[src/rtl/rgmii_rx_framer.sv]
// -----------------------------------------------------------------------------
// rgmii_rx_framer
//
// Turns the per-pin IDDR captures of an RGMII receive interface into a framed
// byte stream for the MAC RX path. Preamble and SFD are stripped. Frames are
// delimited by RX_DV. Short, oversized or RX_ER-tainted frames are flagged on
// the last beat. Good and bad frames are counted in saturating counters.
// There is no backpressure: at most one byte per clock, at line rate.
//
// Ports
//   clk            RGMII RX clock (same clock as the IDDRs)
//   rst            asynchronous, active-high reset
//   en             receive enable, only honoured while idle
//   rxd_q0         IDDR q[0] of RXD[3:0] (rising-edge capture, low nibble)
//   rxd_q1         IDDR q[1] of RXD[3:0] (falling-edge capture, high nibble)
//   rxctl_q        IDDR q of RX_CTL: [0]=RX_DV, [1]=RX_DV^RX_ER
//   m_data         received byte
//   m_valid        m_data valid this cycle
//   m_last         final byte of frame (qualified by m_valid)
//   m_err          frame bad (qualified by m_last)
//   frame_ok_cnt   frames ended with m_err=0, saturating
//   frame_err_cnt  frames ended with m_err=1 (incl. empty frames), saturating
//
// Latency: a payload byte appears on m_data 3 clocks after its input cycle.
// One byte is always parked in a hold register so that the end-of-frame
// (RX_DV falling) can be attached to the last byte as m_last.
// -----------------------------------------------------------------------------
module rgmii_rx_framer #(
  parameter int MIN_PREAMBLE = 1,    // must be >= 1
  parameter int MIN_FRAME    = 64,
  parameter int MAX_FRAME    = 1518,
  parameter int CNT_W        = 16
) (
  input  logic             clk,
  input  logic             rst,
  input  logic             en,
  input  logic [3:0]       rxd_q0,
  input  logic [3:0]       rxd_q1,
  input  logic [1:0]       rxctl_q,
  output logic [7:0]       m_data,
  output logic             m_valid,
  output logic             m_last,
  output logic             m_err,
  output logic [CNT_W-1:0] frame_ok_cnt,
  output logic [CNT_W-1:0] frame_err_cnt
);

  localparam int BCNT_W = $clog2(MAX_FRAME + 1);
  localparam int PCNT_W = (MIN_PREAMBLE > 1) ? $clog2(MIN_PREAMBLE + 1) : 1;

  localparam logic [1:0] ST_IDLE = 2'd0;
  localparam logic [1:0] ST_PRE  = 2'd1;
  localparam logic [1:0] ST_DATA = 2'd2;
  localparam logic [1:0] ST_DROP = 2'd3;

  localparam logic [7:0]        PRE_BYTE = 8'h55;
  localparam logic [7:0]        SFD_BYTE = 8'hD5;
  localparam logic [BCNT_W-1:0] MAX_CNT  = BCNT_W'(MAX_FRAME);
  localparam logic [BCNT_W-1:0] MIN_CNT  = BCNT_W'(MIN_FRAME);
  localparam logic [PCNT_W-1:0] PRE_SAT  = PCNT_W'(MIN_PREAMBLE);
  localparam logic [CNT_W-1:0]  CNT_MAX  = '1;

  // Input stage s1: everything the FSM looks at is registered once here.
  logic [7:0]        r_s1_byte;
  logic              r_s1_dv;
  logic              r_s1_er;
  logic              r_s1_en;

  logic [1:0]        r_state;
  logic [PCNT_W-1:0] r_pre_cnt;
  logic [BCNT_W-1:0] r_byte_cnt;
  logic [7:0]        r_hold;
  logic              r_hold_full;
  logic              r_sticky;

  logic [7:0]        r_m_data;
  logic              r_m_valid;
  logic              r_m_last;
  logic              r_m_err;
  logic [CNT_W-1:0]  r_ok_cnt;
  logic [CNT_W-1:0]  r_err_cnt;

  logic [1:0]        w_state_nxt;
  logic              w_load;       // capture s1 byte into hold register
  logic              w_emit;       // hold register goes out next cycle
  logic              w_emit_last;
  logic              w_emit_err;
  logic              w_empty_end;  // SFD followed directly by RX_DV low

  // NOTE: every signal gets a default before the case/if tree; a path that
  // leaves one unassigned would infer a latch.
  always_comb begin
    w_state_nxt = r_state;
    w_load      = 1'b0;
    w_emit      = 1'b0;
    w_emit_last = 1'b0;
    w_emit_err  = 1'b0;
    w_empty_end = 1'b0;
    case (r_state)
      ST_IDLE: begin
        // RX_DV low with RX_ER high is in-band status / carrier extension.
        if (r_s1_en && r_s1_dv)
          w_state_nxt = (r_s1_byte == PRE_BYTE) ? ST_PRE : ST_DROP;
      end
      ST_PRE: begin
        if (!r_s1_dv)
          w_state_nxt = ST_IDLE;
        else if (r_s1_byte == PRE_BYTE)
          w_state_nxt = ST_PRE;
        else if (r_s1_byte == SFD_BYTE && r_pre_cnt >= PRE_SAT)
          w_state_nxt = ST_DATA;
        else
          w_state_nxt = ST_DROP;
      end
      ST_DATA: begin
        if (!r_s1_dv) begin
          w_state_nxt = ST_IDLE;
          if (r_hold_full) begin
            w_emit      = 1'b1;
            w_emit_last = 1'b1;
            w_emit_err  = r_sticky | (r_byte_cnt < MIN_CNT);
          end else begin
            w_empty_end = 1'b1;
          end
        end else if (r_byte_cnt == MAX_CNT) begin
          // One byte past the limit: close the frame on the held byte and
          // discard the remainder.
          w_state_nxt = ST_DROP;
          w_emit      = 1'b1;
          w_emit_last = 1'b1;
          w_emit_err  = 1'b1;
        end else begin
          w_load = 1'b1;
          w_emit = r_hold_full;
        end
      end
      ST_DROP: begin
        if (!r_s1_dv)
          w_state_nxt = ST_IDLE;
      end
      default: w_state_nxt = ST_IDLE;
    endcase
  end

  // NOTE: state is updated with non-blocking assignments only, so every
  // right-hand side below reads the pre-edge value regardless of order.
  always_ff @(posedge clk or posedge rst) begin
    if (rst) begin
      r_s1_byte   <= '0;
      r_s1_dv     <= 1'b0;
      r_s1_er     <= 1'b0;
      r_s1_en     <= 1'b0;
      r_state     <= ST_IDLE;
      r_pre_cnt   <= '0;
      r_byte_cnt  <= '0;
      r_hold      <= '0;
      r_hold_full <= 1'b0;
      r_sticky    <= 1'b0;
      r_m_data    <= '0;
      r_m_valid   <= 1'b0;
      r_m_last    <= 1'b0;
      r_m_err     <= 1'b0;
      r_ok_cnt    <= '0;
      r_err_cnt   <= '0;
    end else begin
      r_s1_byte <= {rxd_q1, rxd_q0};
      r_s1_dv   <= rxctl_q[0];
      r_s1_er   <= rxctl_q[0] ^ rxctl_q[1];
      r_s1_en   <= en;

      r_state <= w_state_nxt;

      // The first 0x55 is counted by the IDLE->PRE transition itself.
      if (r_state == ST_IDLE)
        r_pre_cnt <= PCNT_W'(1);
      else if (r_state == ST_PRE && r_s1_dv && r_s1_byte == PRE_BYTE &&
               r_pre_cnt != PRE_SAT)
        r_pre_cnt <= r_pre_cnt + 1'b1;

      // Frame context is cleared while still in PRE, so DATA always starts
      // with an empty hold register and zero count.
      if (r_state == ST_PRE) begin
        r_byte_cnt  <= '0;
        r_hold_full <= 1'b0;
        r_sticky    <= 1'b0;
      end else if (w_load) begin
        r_hold      <= r_s1_byte;
        r_hold_full <= 1'b1;
        r_byte_cnt  <= r_byte_cnt + 1'b1;
        r_sticky    <= r_sticky | r_s1_er;
      end else if (w_emit_last || w_empty_end) begin
        r_hold_full <= 1'b0;
      end

      r_m_valid <= w_emit;
      r_m_last  <= w_emit_last;
      r_m_err   <= w_emit_err;
      if (w_emit)
        r_m_data <= r_hold;

      if (w_emit_last && !w_emit_err && r_ok_cnt != CNT_MAX)
        r_ok_cnt <= r_ok_cnt + 1'b1;
      if (((w_emit_last && w_emit_err) || w_empty_end) && r_err_cnt != CNT_MAX)
        r_err_cnt <= r_err_cnt + 1'b1;
    end
  end

  assign m_data        = r_m_data;
  assign m_valid       = r_m_valid;
  assign m_last        = r_m_last;
  assign m_err         = r_m_err;
  assign frame_ok_cnt  = r_ok_cnt;
  assign frame_err_cnt = r_err_cnt;

endmodule
[config.mk]
export PLATFORM = sky130hd
export DESIGN_NAME = rgmii_rx_framer
export DESIGN_NICKNAME = d
export VERILOG_FILES = /design/src/rtl/rgmii_rx_framer.sv
export SDC_FILE = /design/constraint.sdc
export NUM_CORES = 1
export LEC_CHECK = 0
export CAP_MARGIN = 5
export CORE_ASPECT_RATIO = 0.8
export CORE_MARGIN = 3
export CORE_UTILIZATION = 44
export CTS_CLUSTER_DIAMETER = 100
export CTS_CLUSTER_SIZE = 25
export DETAILED_ROUTE_END_ITERATION = 8
export PLACE_DENSITY = 0.68
export SETUP_SLACK_MARGIN = 0.15
export SLEW_MARGIN = 10
export SYNTH_ARGS = -nofsm -noshare
export SYNTH_HDL_FRONTEND = slang
export SYNTH_SLANG_ARGS = --single-unit
[constraint.sdc]
create_clock -name clk -period 3.1 [get_ports clk]
set_input_delay 0.93 -clock clk [delete_from_list [all_inputs] [get_ports clk]]
set_output_delay 0.93 -clock clk [all_outputs]
set_load 0.01 [all_outputs]
==> Yosys cells after proc, flatten, opt, wreduce, memory -nomap -nowiden <==
Cells that the tools add are included.
{ "word_totals": {"register_bits": 78, "in_bits": 13, "out_inout_bits": 43, "elab_cells": 90} }
{ "op_classes": {"add_sub_neg": 4, "n_lt_le_gt_ge": 2, "eq_ne": 11, "mux": 34, "bitwise_logic": 5, "n_reduce_logical": 18} }
{ "op_table": {"columns": ["operator", "count"], "rows": [
  ["$add A16 B1 Y16 const B", 2],
  ["$ne A16 B16 Y1 const B", 2],
  ["$mux W1", 24],
  ["$mux W11", 2],
  ["$mux W2", 7],
  ["$add A11 B1 Y11 const B", 1],
  ["$eq A11 B11 Y1 const B", 1],
  ["$lt A11 B7 Y1 const B", 1],
  ["$logic_and A1 B1 Y1", 9],
  ["$eq A8 B7 Y1 const B", 1],
  ["$eq A8 B8 Y1 const B", 1],
  ["$pmux W2 S4", 1],
  ["$eq A2 B2 Y1 const B", 2],
  ["$ne A2 B2 Y1 const B", 2],
  ["$reduce_bool A2 Y1", 2],
  ["$ne A3 B3 Y1 const B", 1],
  ["$reduce_and A3 Y1", 1],
  ["$reduce_bool A3 Y1", 1],
  ["$eq A2 B1 Y1 const B", 1],
  ["$logic_not A2 Y1", 1],
  ["$logic_or A1 B1 Y1", 2],
  ["$not A1 Y1", 2],
  ["$or A1 B1 Y1", 2],
  ["$reduce_and A2 Y1", 1],
  ["4 further kinds", 4]
]} }

==> Logic depth before layout (Yosys ltp) <==
Gate-level depths: netlist (run 1).
{ "depth": {"word_depth": 8, "mapped_depth": 8} }

==> Worst setup path before layout (run 1) <==
No wires, ideal clock.
{ "synth_path": {"path_type": "flip-flop to flip-flop", "start": "register r_err_cnt[0], in the netlist frame_err_cnt[0]", "end": "register r_err_cnt[1], in the netlist frame_err_cnt[1]", "arrival_ns": 1.853, "required_time_ns": 2.975, "setup_slack_ns": 1.123, "path_stages_with_launch": 6, "path_cell_list": "dfrtp_1 ha_1 and4_1 and3_1 a211oi_2 mux2_2"} }
{ "synth_between": {"elab_chain_len": 2, "word_cells_on_any_way": 3, "classes_between": "1 x add/sub; 1 x eq/ne; 1 x reduce/logical"} }
{ "synth_rtl": {"columns": ["element", "line", "text"], "rows": [
  ["from (decl)", "81", "logic [CNT_W-1:0] r_err_cnt;"],
  ["from (signal assigned)", "204", "r_err_cnt <= r_err_cnt + 1'b1;"],
  ["parallel branches: the longest is 2 deep, another holds $add A16 B1 Y16", null, null]
]} }
Several ways; the timed one is not identified.
A chain may end at the register's enable or synchronous reset.

==> Final worst setup path (run 1) <==
{ "layout_path": {"start": "register r_err_cnt[5], in the netlist frame_err_cnt[5]", "end": "output port frame_err_cnt[5]"} }
{ "layout_lines": {"columns": ["element", "line", "text"], "rows": [
  ["to (decl)", "45", "output logic [CNT_W-1:0] frame_err_cnt"]
]} }
No word-level cell between the ends.

==> results of run 1 <==
## state kept, by name, indices dropped and copies added (netlist names), 2 cells and up
signal         flops
frame_err_cnt     16
frame_ok_cnt      16
m_data             8
r_byte_cnt        11
r_hold             8
r_s1_byte          8
r_state            2
## area by class of cell
cell class,count,area (um^2),share of cell area [%]
Clock inverter,6,43.8,0.998
Sequential cell,78,1950,44.5
Timing Repair Buffer,58,586,13.3
Inverter,12,45.0,1.03
Tap cell,105,131,2.99
Multi-Input combinational cell,204,1490,34.0
Clock buffer,10,138,3.14
## how the worst max path moves through the flow
stage	from	endpoint	slack, ps	cells past startpoint
2_1_floorplan	rst	frame_err_cnt[0]	170	1
3_3_place_gp	r_state[0]	frame_err_cnt[1]	980	6
3_5_place_dp	r_byte_cnt[0]	m_data[3]	910	7
4_1_cts	frame_err_cnt[5]	frame_err_cnt[5]	770	1
5_1_grt	r_state[0]	frame_err_cnt[12]	670	7
6_report	frame_err_cnt[5]	frame_err_cnt[5]	790	1
## layer usage
| metal | up-vias | global-route usage, % | routed length (um) |
|---|---|---|---|
| met5 | - | 0 | 0 |
| met4 | 0 | 4.59 | 71 |
| met3 | 7 | 5.64 | 336 |
| met2 | 51 | 22.0 | 2820 |
| met1 | 1184 | 22.7 | 3340 |
| li1 | 1183 | - | - |
## through the flow
stage	total power [mW]	area, um^2
2_1_floorplan	1.84	3520
3_3_place_gp	2.13	4210
3_5_place_dp	2.15	4210
4_1_cts	2.86	4390
5_1_grt	3.02	4390
6_report	2.83	4390
## power breakdown
group | switching, mW | internal (mW)
clock | 0.380 | 0.317
combinational | 0.356 | 0.410
sequential | 0.161 | 1.20
total | 0.897 | 1.93
## kinds of logic after synthesis
logic type      count (synthesis)  synth area share (%)
compound gates                 24                  5.66
xor+xnor                       41                  10.2
fa+ha+maj                       8                  2.85
buf+inv                        17                  2.06
flops                          78                  55.5
mux                            18                  5.76
simple gates                  113                  18.0
## cell usage in the layout (no fill, tap or decap), types with 3 or more instances in the layout
master           count
dfrtp_1             78
clkdlybuf4s50_1     55
xor2_1              25
nand2_1             24
nor2_1              23
mux2_2              18
xnor2_1             16
nand4_1             14
inv_1               11
nand3_1             11
nor3_1              10
clkbuf_8            10
ha_1                 8
and4_1               6
and3_1               5
a21oi_1              5
o21ai_0              4
nor2b_1              3
==> results_dict.tcl, run 1 <==
set metrics [dict create \
    outcome "completed" \
    crit_chain "clkdlybuf4s50_1" \
    cts_resized 0 \
    rr_worst_depth 7 \
    hold_path.class "reg2reg" \
    dp_cells 457 \
    min_period_ps 2310 \
    synth_edf_count 0 \
    p_leak_nw 1.88 \
    synth_top_area_share_pct 55.5 \
    drt_iter0_drc 88 \
    yosys_warnings 0 \
    layout.cells.non_filler 473 \
    power.density_mw_per_mm2 644 \
    cts.sinks 78 \
    cp.required_ps 2170 \
    place_congestion 0.862 \
    worst_setup_path_end_kind "output port" \
    clkTransAtPathRegs_ps 80 \
    post_cts_buffers 0 \
    synth_seq_area_share_pct 55.5 \
    dp_slack_ps 907 \
    slowest_delay_ps 570 \
    fillers 681 \
    setup_viol 0 \
    fin_ws_ps 795 \
    worst_pin_slew_ps 705 \
    fin_setup_tns_ps 0 \
    synthesis.instances 299 \
    maxCapViolations 0 \
    via_per_inst 5.13 \
    fmax_mhz 434 \
    netlist_top_cells_area "dfrtp_1 (55%), xor2_1 (6.2%), mux2_2 (5.8%)" \
    track_usage_pct 15.6 \
    synth_cell_types 47 \
    cts_buffer_depth 2 \
    finClkSkew_ps 6.38 \
    rrSetupSlack_ps 880 \
    die_w_um 106 \
    cts_hold_buf 0 \
    vdd_drop_max_mv 0.375 \
    hp-start "r_pre_cnt" \
    r2r_start "r_byte_cnt[0]" \
    crit_type "reg2out" \
    r2r-end "m_data[3]" \
    start_kind "flip-flop" \
    area_delta_synth_final_pct 24.8 \
    io_buffer_count 55 \
    ys_seq_elements 78 \
    vias 2425 \
    clkLatencyLatePin_ps 350 \
    hold_ws_ps 485 \
    relSlewSlack_pct 52.8 \
    drc_errors 0 \
    pin_count 56 \
    dp_hpwl_um 4690 \
    cts_tree "built" \
    yosys.cell_count.top_type "dfrtp_1" \
    core_mm2 0.00757 \
    grt_first_pass_wirelength_um 11200 \
    avgSynthCellArea_um2 11.8 \
    first_global_vias 2353 \
    final_util_pct 58.0 \
    die_h_um 86.0 \
    grt_max_degree 35 \
    nets 384 \
    die_area_mm2 0.00911 \
    critPathTopFamily "buffers and inverters" \
    ant_nets 0 \
    min_to "r_pre_cnt" \
    rsz0062_at_grt "no" \
    drive_gt1_share_pct 12.8 \
    post_drt_wl_per_cell_um 13.9 \
    cts_buffers 9 \
    fp-row-count 28 \
    cts_root_buf "clkbuf_8" \
    overflow 0 \
    cts_max_level 3 \
    syn-num-nets 320 \
    synthTopCellsByCount "dfrtp_1 (78), xor2_1 (25), nand2_1 (24)" \
    cp_data_arrival_time_ps 1380 \
    dr.pass1.iters 4 \
    postRouteWirelength_um 6570 \
    ys.flop_type "dfrtp_1" \
    synth_area_mm2 0.00352 \
    min_period_over_period_pct 74.4 \
    antenna_cells 0 \
    final_max_slew_viol_count 0 \
    start_util_pct 46.5 \
    synth_top_cell_by_area "dfrtp_1" \
    async_flop_share_pct 100 \
    cp_num_buf_inv 1 \
    critPathMaxFanout 7 \
    antenna_found_initial 0 \
    hold_depth 1 \
    crit_slowest_cell "clkdlybuf4s50_1" \
    hold_viol 0 \
]
Power figures use the tool's default switching activity.
==> run 2, diff against run 1 <==
--- a/config.mk
+++ b/config.mk
@@ -12,7 +12,7 @@
 export CTS_CLUSTER_DIAMETER = 100
 export CTS_CLUSTER_SIZE = 25
 export DETAILED_ROUTE_END_ITERATION = 8
-export PLACE_DENSITY = 0.68
+export PLACE_DENSITY = 0.7
 export SETUP_SLACK_MARGIN = 0.15
 export SLEW_MARGIN = 10
 export SYNTH_ARGS = -nofsm -noshare
==> constraint.sdc (replaced) <==
create_clock -name clk -period 1.85 [get_ports clk]
set_input_delay 0.555 -clock clk [delete_from_list [all_inputs] [get_ports clk]]
set_output_delay 0.555 -clock clk [all_outputs]
set_load 0.01 [all_outputs]
==> run 2 against run 1 <==
Compared with the run above:
- the run now ends with setup timing left
- hold slack about the same
- clock skew up 3.2 ps
- final area up 25%
- final cell count up 17%
- power up 110%
- die area unchanged
- wire length up 34%
- clock power up 100%
- global-route usage up 3.5 points
- sequential cell count unchanged
- non-clock buffer count up 81
==> results_dict.tcl, run 2 (synthesis results as in run 1) <==
set metrics [dict create \
    multiInputGateArea_mm2 0.00190 \
    drive_gt1_share_pct 42.5 \
    critPathLaunch "r_byte_cnt[0]" \
    drt_iter0_drc 72 \
    p_int_mw 3.99 \
    pwr-share-seq_pct 38.1 \
    track_usage_pct 19.2 \
    cts_buffers 9 \
    cp_num_buf_inv 2 \
    crit_type "reg2reg" \
    die_area_mm2 0.00911 \
    relSlewSlack_pct 67.7 \
    ant_nets 0 \
    final_cell_mix "dfrtp_1 (73), buf_4 (67), dlygate4sd2_1 (30), xor2_1 (25), nand2_1 (18)" \
    post_drt_wl_per_cell_um 15.8 \
    dr.pass1.iters 4 \
    postRouteWirelength_um 8770 \
    rrSetupSlack_ps -120 \
    dp_slack_ps -91.5 \
    regArea_mm2 0.00196 \
    r2r-end "m_data[0]" \
    power.density_mw_per_mm2 1070 \
    dr.max_layer_used "met4" \
    cts_buffer_depth 2 \
    start_kind "flip-flop" \
    placed_area_mm2 0.00473 \
    clkTransAtPathRegs_ps 90 \
    min_period_ps 1970 \
    nets 465 \
    endpoint "m_data[0]" \
    dp_cells 507 \
    cts_root_buf "clkbuf_8" \
    power_switching_mw 1.86 \
    p_leak_nw 2.66 \
    min_period_over_period_pct 107 \
    cts.sinks 78 \
    fp-row-count 28 \
    setup_viol 50 \
    fmax_mhz 507 \
    vdd_drop_max_mv 0.756 \
    cts_tree "built" \
    cp_data_arrival_time_ps 2210 \
    overflow 0 \
    fin_ws_ps -123 \
    violations "setup timing" \
    met1_length_um 4060 \
    cp.depth 8 \
    worst_setup_path_end_kind "flip-flop" \
    wl_met2_um 4330 \
    grt_first_pass_wirelength_um 14000 \
    rsz0062_at_grt "yes" \
    drc_errors 0 \
    via_per_inst 5.09 \
    outcome "finished, violations left" \
    slowest_delay_ps 390 \
    critPathTopFamily "simple AND/OR/NAND/NOR gates" \
    crit_chain "inv_1 -> ha_2 -> nand4bb_4 -> nor3_4 -> nand2_2 -> a21boi_4 -> buf_4 -> mux2_4" \
    fin_setup_tns_ps -2980 \
    hold_viol 0 \
    place_congestion 0.841 \
    cts_max_level 3 \
    layout.cells.non_filler 554 \
    vias 2820 \
    rr_worst_depth 8 \
    finalPower_mw 5.85 \
    fillers 522 \
    dp_hpwl_um 5480 \
    worst_pin_slew_ps 482 \
    met3_length_um 262 \
    io_buffer_count 55 \
    mostFrequentLayoutCell "dfrtp_1" \
    clkLatencyLatePin_ps 360 \
    hold_path.class "reg2reg" \
    finClkSkew_ps 9.55 \
    start_util_pct 46.5 \
    die_w_um 106 \
    grt_max_degree 58 \
    core_mm2 0.00757 \
    crit_slowest_cell "dfrtp_1" \
    die_h_um 86.0 \
    r2r_start "r_byte_cnt[0]" \
    final_max_slew_viol_count 0 \
    cp.required_ps 2090 \
    area_delta_synth_final_pct 55.5 \
    antenna_cells 0 \
    pin_count 56 \
    pwr-share-comb_pct 37.7 \
    switching_share_pct 31.8 \
    fin_area_mm2 0.00547 \
    antenna_found_initial 0 \
    first_global_vias 2853 \
    maxCapViolations 0 \
    p_clk_share_pct 24.3 \
    critPathMaxFanout 3 \
]
==> run 2: metrics by stage <==
stage	hold WS [ps]	utilization, %
finish	485	72.3
global route	505	72.3
CTS	483	68.4
detailed placement	469	62.5
global placement	464	62.5
floorplan	450	-
==> run 2: worst register-to-register path, cell delays in order, from the launching register on <==
cell and delay, ps:
dfrtp_1 390, inv_1 60, ha_2 190, nand4bb_4 140, nor3_4 250, nand2_2 100
a21boi_4 260, buf_4 160, mux2_4 290
==> run 2: layout make-up <==
cell class	instances	area share, %
well taps	105	2.40
clock inverters	7	1.76
flip-flops and latches	78	35.8
clock buffers	9	2.26
multi-input cells	204	34.8
inverters	12	0.892
repair buffers	139	22.1
==> run 2: power groups by stage <==
stage	sequential, mW	clock (mW)	combinational (mW)
after CTS	2.23	1.46	2.00
final	2.23	1.42	2.20
after detailed placement	2.27	0	1.78
after global routing	2.27	1.52	2.38
after global placement	2.26	0	1.74
after floorplan	2.33	0	0.882
==> run 2: how the worst min path moves through the flow <==
| stage | start | end | slack (ps) | depth (start not counted) |
|---|---|---|---|---|
| final | frame_ok_cnt[15] | frame_ok_cnt[15] | 480 | 1 |
| after global routing | frame_ok_cnt[15] | frame_ok_cnt[15] | 510 | 1 |
| after CTS | r_s1_er | r_sticky | 480 | 2 |
| after detailed placement | r_pre_cnt | r_pre_cnt | 470 | 1 |
| after global placement | r_pre_cnt | r_pre_cnt | 460 | 1 |
| after floorplan | r_pre_cnt | r_pre_cnt | 450 | 1 |
==> run 2: routing by layer <==
layer | vias to the layer above | track usage (%)
met5 | - | 0
met4 | 0 | 6.59
met3 | 13 | 4.21
met2 | 48 | 29.7
met1 | 1418 | 26.9
li1 | 1341 | -
==> run 2: timing repair <==
item,CTS,global route
setup buffers,18,12
pin swaps,16,36
resized for setup,94,54
cloned,0,1
setup endpoints to repair,101,71
hold buffers,0,0
==> run 3, diff against run 2 <==
--- a/config.mk
+++ b/config.mk
@@ -12,6 +12,8 @@
 export CTS_CLUSTER_DIAMETER = 100
 export CTS_CLUSTER_SIZE = 25
 export DETAILED_ROUTE_END_ITERATION = 8
+export GPL_TIMING_DRIVEN = 1
+export MAX_ROUTING_LAYER = met4
 export PLACE_DENSITY = 0.7
 export SETUP_SLACK_MARGIN = 0.15
 export SLEW_MARGIN = 10
==> run 3 against run 2 <==
Compared with the run above:
- first-iteration DRC count up 22%
- critical endpoint unchanged
- power up 0.12%
- final area unchanged
- critical path depth unchanged
- register-to-register slack about the same
- hold slack about the same
- clock-buffer cell count unchanged
- the run still ends with setup timing left
- sequential power about the same
==> results_dict.tcl, run 3 (synthesis results as in run 1) <==
set metrics [dict create \
    cts.sinks 78 \
    regArea_mm2 0.00196 \
    finClkSkew_ps 9.49 \
    cts_max_level 3 \
    grt_first_pass_wirelength_um 14000 \
    core_mm2 0.00757 \
    critPathMaxFanout 3 \
    crit_type "reg2reg" \
    mostFrequentLayoutCell "dfrtp_1" \
    overflow 0 \
    vias 2831 \
    cp.required_ps 2090 \
    fmax_mhz 507 \
    rr_worst_depth 8 \
    vdd_drop_max_mv 0.757 \
    antenna_cells 0 \
    postRouteWirelength_um 8790 \
    post_drt_wl_per_cell_um 15.9 \
    via_per_inst 5.11 \
    drive_gt1_share_pct 42.5 \
    rsz0062_at_grt "yes" \
    final_max_slew_viol_count 0 \
    r2r_start "r_byte_cnt[0]" \
    hold_viol 0 \
    cp_data_arrival_time_ps 2210 \
    wl_met2_um 4340 \
    relSlewSlack_pct 67.6 \
    final_cell_mix "dfrtp_1 (73), buf_4 (67), dlygate4sd2_1 (30), xor2_1 (25), nand2_1 (18)" \
    min_to "frame_ok_cnt[15]" \
    place_congestion 0.854 \
    cts_root_buf "clkbuf_8" \
    fp-row-count 28 \
    violations "setup timing" \
    grt_max_degree 58 \
    min_period_ps 1970 \
    clkLatencyLatePin_ps 360 \
    cts_buffer_depth 2 \
    dr.pass1.iters 6 \
    rrSetupSlack_ps -120 \
    fillers 522 \
    multiInputGateArea_mm2 0.00190 \
    fin_ws_ps -123 \
    ant_nets 0 \
    die_h_um 86.0 \
    r2r-end "m_data[0]" \
    die_w_um 106 \
    worst_setup_path_end_kind "flip-flop" \
    hp-start "frame_ok_cnt[15]" \
    drc_errors 0 \
    met1_length_um 4080 \
    min_period_over_period_pct 107 \
    maxCapViolations 0 \
    pin_count 56 \
    worst_pin_slew_ps 483 \
    clkTransAtPathRegs_ps 90 \
    area_delta_synth_final_pct 55.5 \
    cts_hold_buf 0 \
    antenna_found_initial 0 \
    dp_hpwl_um 5480 \
    power.density_mw_per_mm2 1070 \
    setup_viol 50 \
    fin_setup_tns_ps -2950 \
    hold_path.class "reg2reg" \
    io_buffer_count 55 \
    drt_iter0_drc 88 \
    outcome "finished, violations left" \
    p_leak_nw 2.66 \
    nets 465 \
    dr.max_layer_used "met4" \
    track_usage_pct 19.8 \
    finalPower_mw 5.86 \
    first_global_vias 2850 \
    cts_buffers 9 \
    met3_length_um 273 \
    start_util_pct 46.5 \
    hold_depth 1 \
    cts_tree "built" \
    start_kind "flip-flop" \
    die_area_mm2 0.00911 \
]
## run 3: cell counts in the layout (fill, tap and decap cells not counted)
No cell type changed its count.
## run 3: metal layers
layer  up-vias  track usage, %
li1       1342               -
met1      1432            26.7
met2        45            29.9
met3        12            4.21
met4         0            6.59
met5         -               -
## run 3: critical path: stages (launching register included)
cell,delay [ps]
dfrtp_1,390
inv_1,60
ha_2,190
nand4bb_4,140
nor3_4,250
nand2_2,100
a21boi_4,260
buf_4,160
mux2_4,290
## run 3: area by class of cell
cell class | count | area share [%]
sequential | 78 | 35.8
multi-input combinational | 204 | 34.8
timing repair buffer | 139 | 22.1
tap | 105 | 2.40
clock buffer | 9 | 2.26
clock inverter | 7 | 1.76
inverter | 12 | 0.892
## run 3: metrics by stage
stage / worst slack, ps / area [um^2] / instances / hold WS (ps) / util [%]
after floorplan: -67.9 / 3640 / 299 / 450 / -
after global placement: -55.1 / 4730 / 507 / 464 / 62.5
after detailed placement: -91.5 / 4730 / 507 / 469 / 62.5
after CTS: -60.5 / 5180 / 541 / 483 / 68.4
after global routing: -213 / 5470 / 554 / 505 / 72.3
final: -123 / 5470 / 554 / 485 / 72.3
## run 3: worst max path at each step
| stage | from | to | slack, ps | cells past startpoint |
|---|---|---|---|---|
| after floorplan | r_byte_cnt[0] | m_data[0] | -70 | 7 |
| after detailed placement | r_byte_cnt[7] | frame_ok_cnt[13] | -90 | 5 |
| final | r_byte_cnt[0] | m_data[0] | -120 | 8 |
| after global routing | r_byte_cnt[0] | r_byte_cnt[9] | -210 | 10 |
| after global placement | r_byte_cnt[7] | frame_ok_cnt[11] | -60 | 5 |
| after CTS | r_byte_cnt[0] | frame_err_cnt[12] | -60 | 8 |
## run 3: power by group
part	internal, mW	total (mW)	switching [mW]
clock network	0.767	1.42	0.657
registers	2.02	2.23	0.206
logic	1.20	2.21	1.00
## run 3: timing repair
item	in CTS	in global routing
setup endpoints to repair	101	71
cloned	0	1
setup buffers	18	12
pin swaps	16	36
resized for setup	94	54
